[src/rtl/cpu_pkg.sv]
// Shared constants for the MIPS pipeline slice.
//   XLEN        datapath width
//   NOP_INST    bubble instruction (sll $0,$0,0)
//   RESET_PC    default PC after reset
//   OFFSET_*    bit range of the 16-bit branch offset inside an instruction
package cpu_pkg;
  localparam int unsigned XLEN = 32;
  localparam logic [XLEN-1:0] NOP_INST = 32'h0000_0000;
  localparam logic [XLEN-1:0] RESET_PC = 32'h0000_0000;
  localparam int unsigned OFFSET_MSB = 15;
  localparam int unsigned OFFSET_LSB = 0;
endpackage

[src/rtl/if_id_fetch_stage_pc_reg.sv]
// Program counter register.
//   clk, rst  : clock, asynchronous active-high reset (loads RESET_PC)
//   en        : load enable (deasserted while the pipeline is stalled)
//   next_pc   : value loaded on an enabled edge
//   pc        : current program counter
module pc_reg
  import cpu_pkg::*;
#(
  parameter logic [XLEN-1:0] RESET_PC = cpu_pkg::RESET_PC
) (
  input  logic            clk,
  input  logic            rst,
  input  logic            en,
  input  logic [XLEN-1:0] next_pc,
  output logic [XLEN-1:0] pc
);

  always_ff @(posedge clk or posedge rst) begin
    if (rst)
      pc <= RESET_PC;
    else if (en)
      pc <= next_pc;
  end

endmodule

[src/rtl/if_id_fetch_stage.sv]
// Instruction-fetch stage and IF/ID pipeline register.
//   clk, rst           : clock, asynchronous active-high reset
//   stall              : hold PC and IF/ID register; redirects ignored
//   branch_taken/_dest : taken branch from ID and its target
//   jump/jump_dest     : jump from ID and its target (wins over branch)
//   imem_inst          : combinational instruction read of imem_addr
//   imem_addr          : current PC
//   id_inst, id_pc_4   : registered instruction and its PC+4
//   id_offset          : id_inst[15:0] for the branch adder
//   id_valid           : 0 while ID holds an injected bubble
//   misalign_err       : one-cycle pulse after a misaligned redirect
// Macro PC_ALIGN_CHECK_EN: when defined, redirect targets are forced to word
// alignment and misalign_err is driven; otherwise targets load unmodified and
// misalign_err is tied 0.
module if_id_fetch_stage
  import cpu_pkg::*;
#(
  parameter logic [31:0] RESET_PC = cpu_pkg::RESET_PC,
  parameter logic [31:0] NOP_INST = cpu_pkg::NOP_INST
) (
  input  logic        clk,
  input  logic        rst,
  input  logic        stall,
  input  logic        branch_taken,
  input  logic [31:0] branch_dest,
  input  logic        jump,
  input  logic [31:0] jump_dest,
  input  logic [31:0] imem_inst,
  output logic [31:0] imem_addr,
  output logic [31:0] id_inst,
  output logic [31:0] id_pc_4,
  output logic [15:0] id_offset,
  output logic        id_valid,
  output logic        misalign_err
);

  logic [XLEN-1:0] pc;
  logic [XLEN-1:0] pc_4;
  logic [XLEN-1:0] target;
  logic [XLEN-1:0] next_pc;
  logic            redirect;

  always_comb begin
    pc_4     = pc + 32'd4;
    redirect = jump | branch_taken;
    target   = jump ? jump_dest : branch_dest;
`ifdef PC_ALIGN_CHECK_EN
    next_pc  = redirect ? {target[XLEN-1:2], 2'b00} : pc_4;
`else
    next_pc  = redirect ? target : pc_4;
`endif
  end

  pc_reg #(
    .RESET_PC (RESET_PC)
  ) u_pc_reg (
    .clk     (clk),
    .rst     (rst),
    .en      (~stall),
    .next_pc (next_pc),
    .pc      (pc)
  );

  assign imem_addr = pc;

  always_ff @(posedge clk or posedge rst) begin
    if (rst) begin
      id_inst  <= NOP_INST;
      id_pc_4  <= '0;
      id_valid <= 1'b0;
    end else if (!stall) begin
      if (redirect) begin
        id_inst  <= NOP_INST;
        id_pc_4  <= '0;
        id_valid <= 1'b0;
      end else begin
        id_inst  <= imem_inst;
        id_pc_4  <= pc_4;
        id_valid <= 1'b1;
      end
    end
  end

  assign id_offset = id_inst[OFFSET_MSB:OFFSET_LSB];

`ifdef PC_ALIGN_CHECK_EN
  // Recomputed every edge so the flag never lasts more than one cycle.
  always_ff @(posedge clk or posedge rst) begin
    if (rst)
      misalign_err <= 1'b0;
    else
      misalign_err <= ~stall & redirect & (target[1:0] != 2'b00);
  end
`else
  assign misalign_err = 1'b0;
`endif

endmodule

[config.mk]
export PLATFORM = sky130hd
export DESIGN_NAME = if_id_fetch_stage
export DESIGN_NICKNAME = d
export VERILOG_FILES = /design/src/rtl/cpu_pkg.sv /design/src/rtl/if_id_fetch_stage_pc_reg.sv /design/src/rtl/if_id_fetch_stage.sv
export SDC_FILE = /design/constraint.sdc
export NUM_CORES = 1
export LEC_CHECK = 0
export CAP_MARGIN = 10
export CORE_UTILIZATION = 25
export DETAILED_ROUTE_END_ITERATION = 8
export DONT_BUFFER_PORTS = 1
export HOLD_SLACK_MARGIN = 0.03
export PLACE_DENSITY = 0.36
export SLEW_MARGIN = 20
export SYNTH_ARGS = -nofsm -noshare
export SYNTH_HDL_FRONTEND = slang
export SYNTH_SLANG_ARGS = --single-unit
[constraint.sdc]
create_clock -name clk -period 4.72 [get_ports clk]
set_clock_uncertainty 0.05 [all_clocks]
set_input_delay 0.944 -clock clk [delete_from_list [all_inputs] [get_ports clk]]
set_output_delay 0.944 -clock clk [all_outputs]
set_load 0.02 [all_outputs]
==> run_summary.xml <==
<?xml version="1.0" encoding="UTF-8"?>
<metrics>
  <group name="synth">
    <metric name="synth_top_cell_area_share" unit="%">44.1</metric>
    <metric name="syn-cell-area" unit="µm²">5500</metric>
    <metric name="post_synth_inst_count" unit="">660</metric>
    <metric name="synth_ff_type" unit="">dfrtp_1</metric>
    <metric name="yosys-top-cells-area" unit="">dfrtp_1 44%, nand2_1 11%, o21ai_0 5.7%</metric>
    <metric name="ys_async_sr_fraction" unit="%">100</metric>
    <metric name="synth_enable_flop_cells" unit="">0</metric>
    <metric name="syn-num-nets" unit="">762</metric>
    <metric name="synth.top_cells.by_count" unit="">166 x nand2_1, 97 x dfrtp_1, 63 x o21ai_0</metric>
    <metric name="seq_area_frac_synth" unit="%">44.1</metric>
    <metric name="syn_area_per_cell" unit="µm²">8.34</metric>
    <metric name="synth.distinct_cells" unit="">57</metric>
    <metric name="synthDominantAreaCellType" unit="">dfrtp_1</metric>
    <metric name="cell_with_the_most_instances_after_synthesis" unit="">nand2_1</metric>
    <metric name="yosys_warn_count" unit="">0</metric>
    <metric name="synth.ff_latch_count" unit="">97</metric>
  </group>
  <group name="final_layout">
    <metric name="drive_above_1_share" unit="%">5.12</metric>
    <metric name="final-instance-count-excl-fill" unit="">881</metric>
    <metric name="antennaDiodeCount" unit="">0</metric>
    <metric name="post-route-cell-area" unit="µm²">5730</metric>
    <metric name="design.final.nets" unit="">703</metric>
    <metric name="syn2layout_area_growth" unit="%">4.14</metric>
    <metric name="finalCoreUtilization" unit="%">26.9</metric>
    <metric name="layout.filler_cells" unit="">2272</metric>
  </group>
  <group name="timing">
    <metric name="finalHoldViolCount" unit="">0</metric>
    <metric name="worstMarginPinSlew" unit="ns">1.06</metric>
    <metric name="hold_ws" unit="ns">0.574</metric>
    <metric name="period_needed" unit="ns">2.54</metric>
    <metric name="slew_viol_final" unit="">0</metric>
    <metric name="setup-violations-final" unit="">0</metric>
    <metric name="rsz0062_at_grt" unit="">no</metric>
    <metric name="slew_headroom" unit="%">29.3</metric>
    <metric name="setup_total_negative_slack" unit="ns">0</metric>
    <metric name="max_clock_freq" unit="GHz">0.394</metric>
    <metric name="layout_worst_path_cycle_share" unit="%">53.8</metric>
  </group>
  <group name="drt">
    <metric name="vias_per_cell" unit="">5.25</metric>
    <metric name="drtPass1Iterations" unit="">6</metric>
    <metric name="route.final.wire_length" unit="µm">17800</metric>
    <metric name="remaining_drc_errors" unit="">0</metric>
    <metric name="final_antenna_net_count" unit="">0</metric>
    <metric name="count_of_routing_violations_after_the_opening_detailed_route_iteration" unit="">258</metric>
    <metric name="detailroute.via_count" unit="">4628</metric>
    <metric name="post_drt_wl_per_cell" unit="µm">20.2</metric>
  </group>
  <group name="global_routing">
    <metric name="first_global_vias" unit="">4286</metric>
    <metric name="grt-ovfl-total" unit="">0</metric>
    <metric name="grt_first_pass_wirelength" unit="µm">26800</metric>
    <metric name="grt_antenna_before_repair" unit="">0</metric>
    <metric name="grt_start_max_net_pins" unit="">178</metric>
    <metric name="track_usage" unit="%">15.8</metric>
  </group>
  <group name="clock_network">
    <metric name="clk_root_buffer_cell" unit="">clkbuf_16</metric>
    <metric name="bufs_on_longest_clock_path" unit="">2</metric>
    <metric name="tritoncts.num_buffers" unit="">9</metric>
    <metric name="tritoncts_num_sinks" unit="">97</metric>
    <metric name="cts-hold-fix-buffers" unit="">0</metric>
    <metric name="worst_skew_pair.late_latency" unit="ns">0.35</metric>
    <metric name="cts_setup_buffers" unit="">0</metric>
    <metric name="tritoncts" unit="">built</metric>
    <metric name="clock_tree.htree_level_count" unit="">3</metric>
    <metric name="post_cts_gate_resize_count" unit="">0</metric>
    <metric name="clkSlewWorstSetupHoldPaths" unit="ns">0.07</metric>
  </group>
  <group name="critical_path">
    <metric name="criticalPathCategory" unit="">reg2reg</metric>
    <metric name="worst_path_cell_trace" unit="">ha_1 -&gt; and2_1 -&gt; nand4_1 -&gt; or4_4 -&gt; nand4_1</metric>
    <metric name="worst-path-max-fanout" unit="">9</metric>
    <metric name="timing.critical_path.from_type" unit="">flip-flop</metric>
    <metric name="slowest_cell_delay_on_critical_path" unit="ns">0.69</metric>
    <metric name="end_kind" unit="">flip-flop</metric>
    <metric name="cp_data_required_time" unit="ns">4.95</metric>
    <metric name="worst_path_max_delay_cell" unit="">or4_4</metric>
    <metric name="crit_top_cell" unit="">nand4_1</metric>
    <metric name="critPathArrivalTime" unit="ns">2.77</metric>
  </group>
  <group name="floorplanning">
    <metric name="floorplan.core_area" unit="µm²">21300</metric>
    <metric name="initial_utilization" unit="%">25.9</metric>
    <metric name="die-area" unit="µm²">22600</metric>
    <metric name="die_h" unit="µm">150</metric>
    <metric name="die_x" unit="µm">150</metric>
    <metric name="rows" unit="">53</metric>
    <metric name="ios" unit="">215</metric>
  </group>
  <group name="power_and_ir_drop">
    <metric name="powerDensity" unit="nW/µm²">360</metric>
    <metric name="p_leak" unit="nW">2.22</metric>
    <metric name="power.ir.vdd_worst" unit="mV">0.131</metric>
  </group>
  <group name="run_status">
    <metric name="run_status" unit="">complete, no violations</metric>
  </group>
  <group name="place">
    <metric name="port_buffers" unit="">0</metric>
    <metric name="gpl.final_weighted_congestion" unit="">0.741</metric>
    <metric name="dpl.cell_count" unit="">865</metric>
    <metric name="detailed_place.area" unit="µm²">5460</metric>
    <metric name="place_hpwl" unit="µm">12000</metric>
  </group>
  <group name="flow_run">
    <metric name="max_cap_violations" unit="">0</metric>
  </group>
  <group name="worst_hold_path">
    <metric name="holdCritPathClass" unit="">reg2reg</metric>
  </group>
</metrics>
routing by layer:
metal	vias up	share of wire [%]	GRT usage [%]
li1	2206	-	-
met1	2239	44	20.3
met2	169	46	25.2
met3	14	8.1	4.48
met4	0	1.5	5.45
met5	-	0	0
placed cells by master (no fill, tap or decap), drive strengths merged, types with 3 or more instances in the layout:
cell       n
and4       5
o31ai      9
nor4       4
o311ai     9
o311a      3
nor2      19
xnor2     13
nand2    166
clkbuf    12
or3        3
inv       11
nand3b    13
a21oi     37
buf        3
a31oi      3
o2111ai    8
and3      12
o211ai    15
nand3     20
o22ai      7
and2       4
nor3      15
dfrtp     97
nand4     22
o21ai     67
path summary, 6_finish.rpt:
path / startpoint / to / slack [ns] / depth (start not counted)
max: u_pc_reg.pc[2]$_DFFE_PP0N_ / u_pc_reg.pc[30]$_DFFE_PP0N_ / 2.18 / 5
min: id_inst[29]$_DFFE_PP0N_ / id_inst[29]$_DFFE_PP0N_ / 0.57 / 2
max reg2reg: u_pc_reg.pc[2]$_DFFE_PP0N_ / u_pc_reg.pc[30]$_DFFE_PP0N_ / 2.18 / 5
min reg2reg: id_inst[29]$_DFFE_PP0N_ / id_inst[29]$_DFFE_PP0N_ / 0.57 / 2
max in group asynchronous: rst / u_pc_reg.pc[31]$_DFFE_PP0N_ / 3.03 / 2
min in group asynchronous: rst / id_inst[18]$_DFFE_PP0N_ / 0.61 / 1
final cells by class:
type | count | area (µm²) | share of cell area [%]
Tap cell | 275 | 344 | 6.00
Timing Repair Buffer | 3 | 22.5 | 0.393
Multi-Input combinational cell | 479 | 2620 | 45.7
Inverter | 11 | 43.8 | 0.764
Clock buffer | 12 | 246 | 4.30
Sequential cell | 97 | 2430 | 42.4
Clock inverter | 4 | 28.8 | 0.502
per-stage QoR:
step                      setup slack, ns  power, W
after floorplan                      1.19   0.00133
after global placement               1.95   0.00137
after detailed placement             1.90   0.00137
after CTS                            2.08   0.00210
after global routing                 1.94   0.00219
final                                2.18   0.00206
power by group:
| part | switching [W] | internal [W] | total [W] |
|---|---|---|---|
| clock network | 0.000344 | 0.000373 | 0.000717 |
| registers | 0.000235 | 0.000903 | 0.00114 |
| logic | 0.000122 | 0.0000889 | 0.000210 |
critical path: cells and delay by family (launching register included):
family	cells	cell delay, ns
adders and majority gates	1	0.35
and+or+nand+nor	4	1.46
DFF	1	0.61
cell families (layout without fill, tap and decap cells):
family	Yosys count	count (layout)	share of synthesized area (%)
AOI/OAI and AO/OA	170	170	19.0
DFF	97	97	44.1
adders and majority gates	1	1	0.227
and+or+nand+nor	292	292	25.7
muxes	2	2	0.364
buffers and inverters	84	30	8.46
xor gates and xnor gates	13	13	2.07
other	1	1	0.0681
Power figures use the tool's default switching activity.
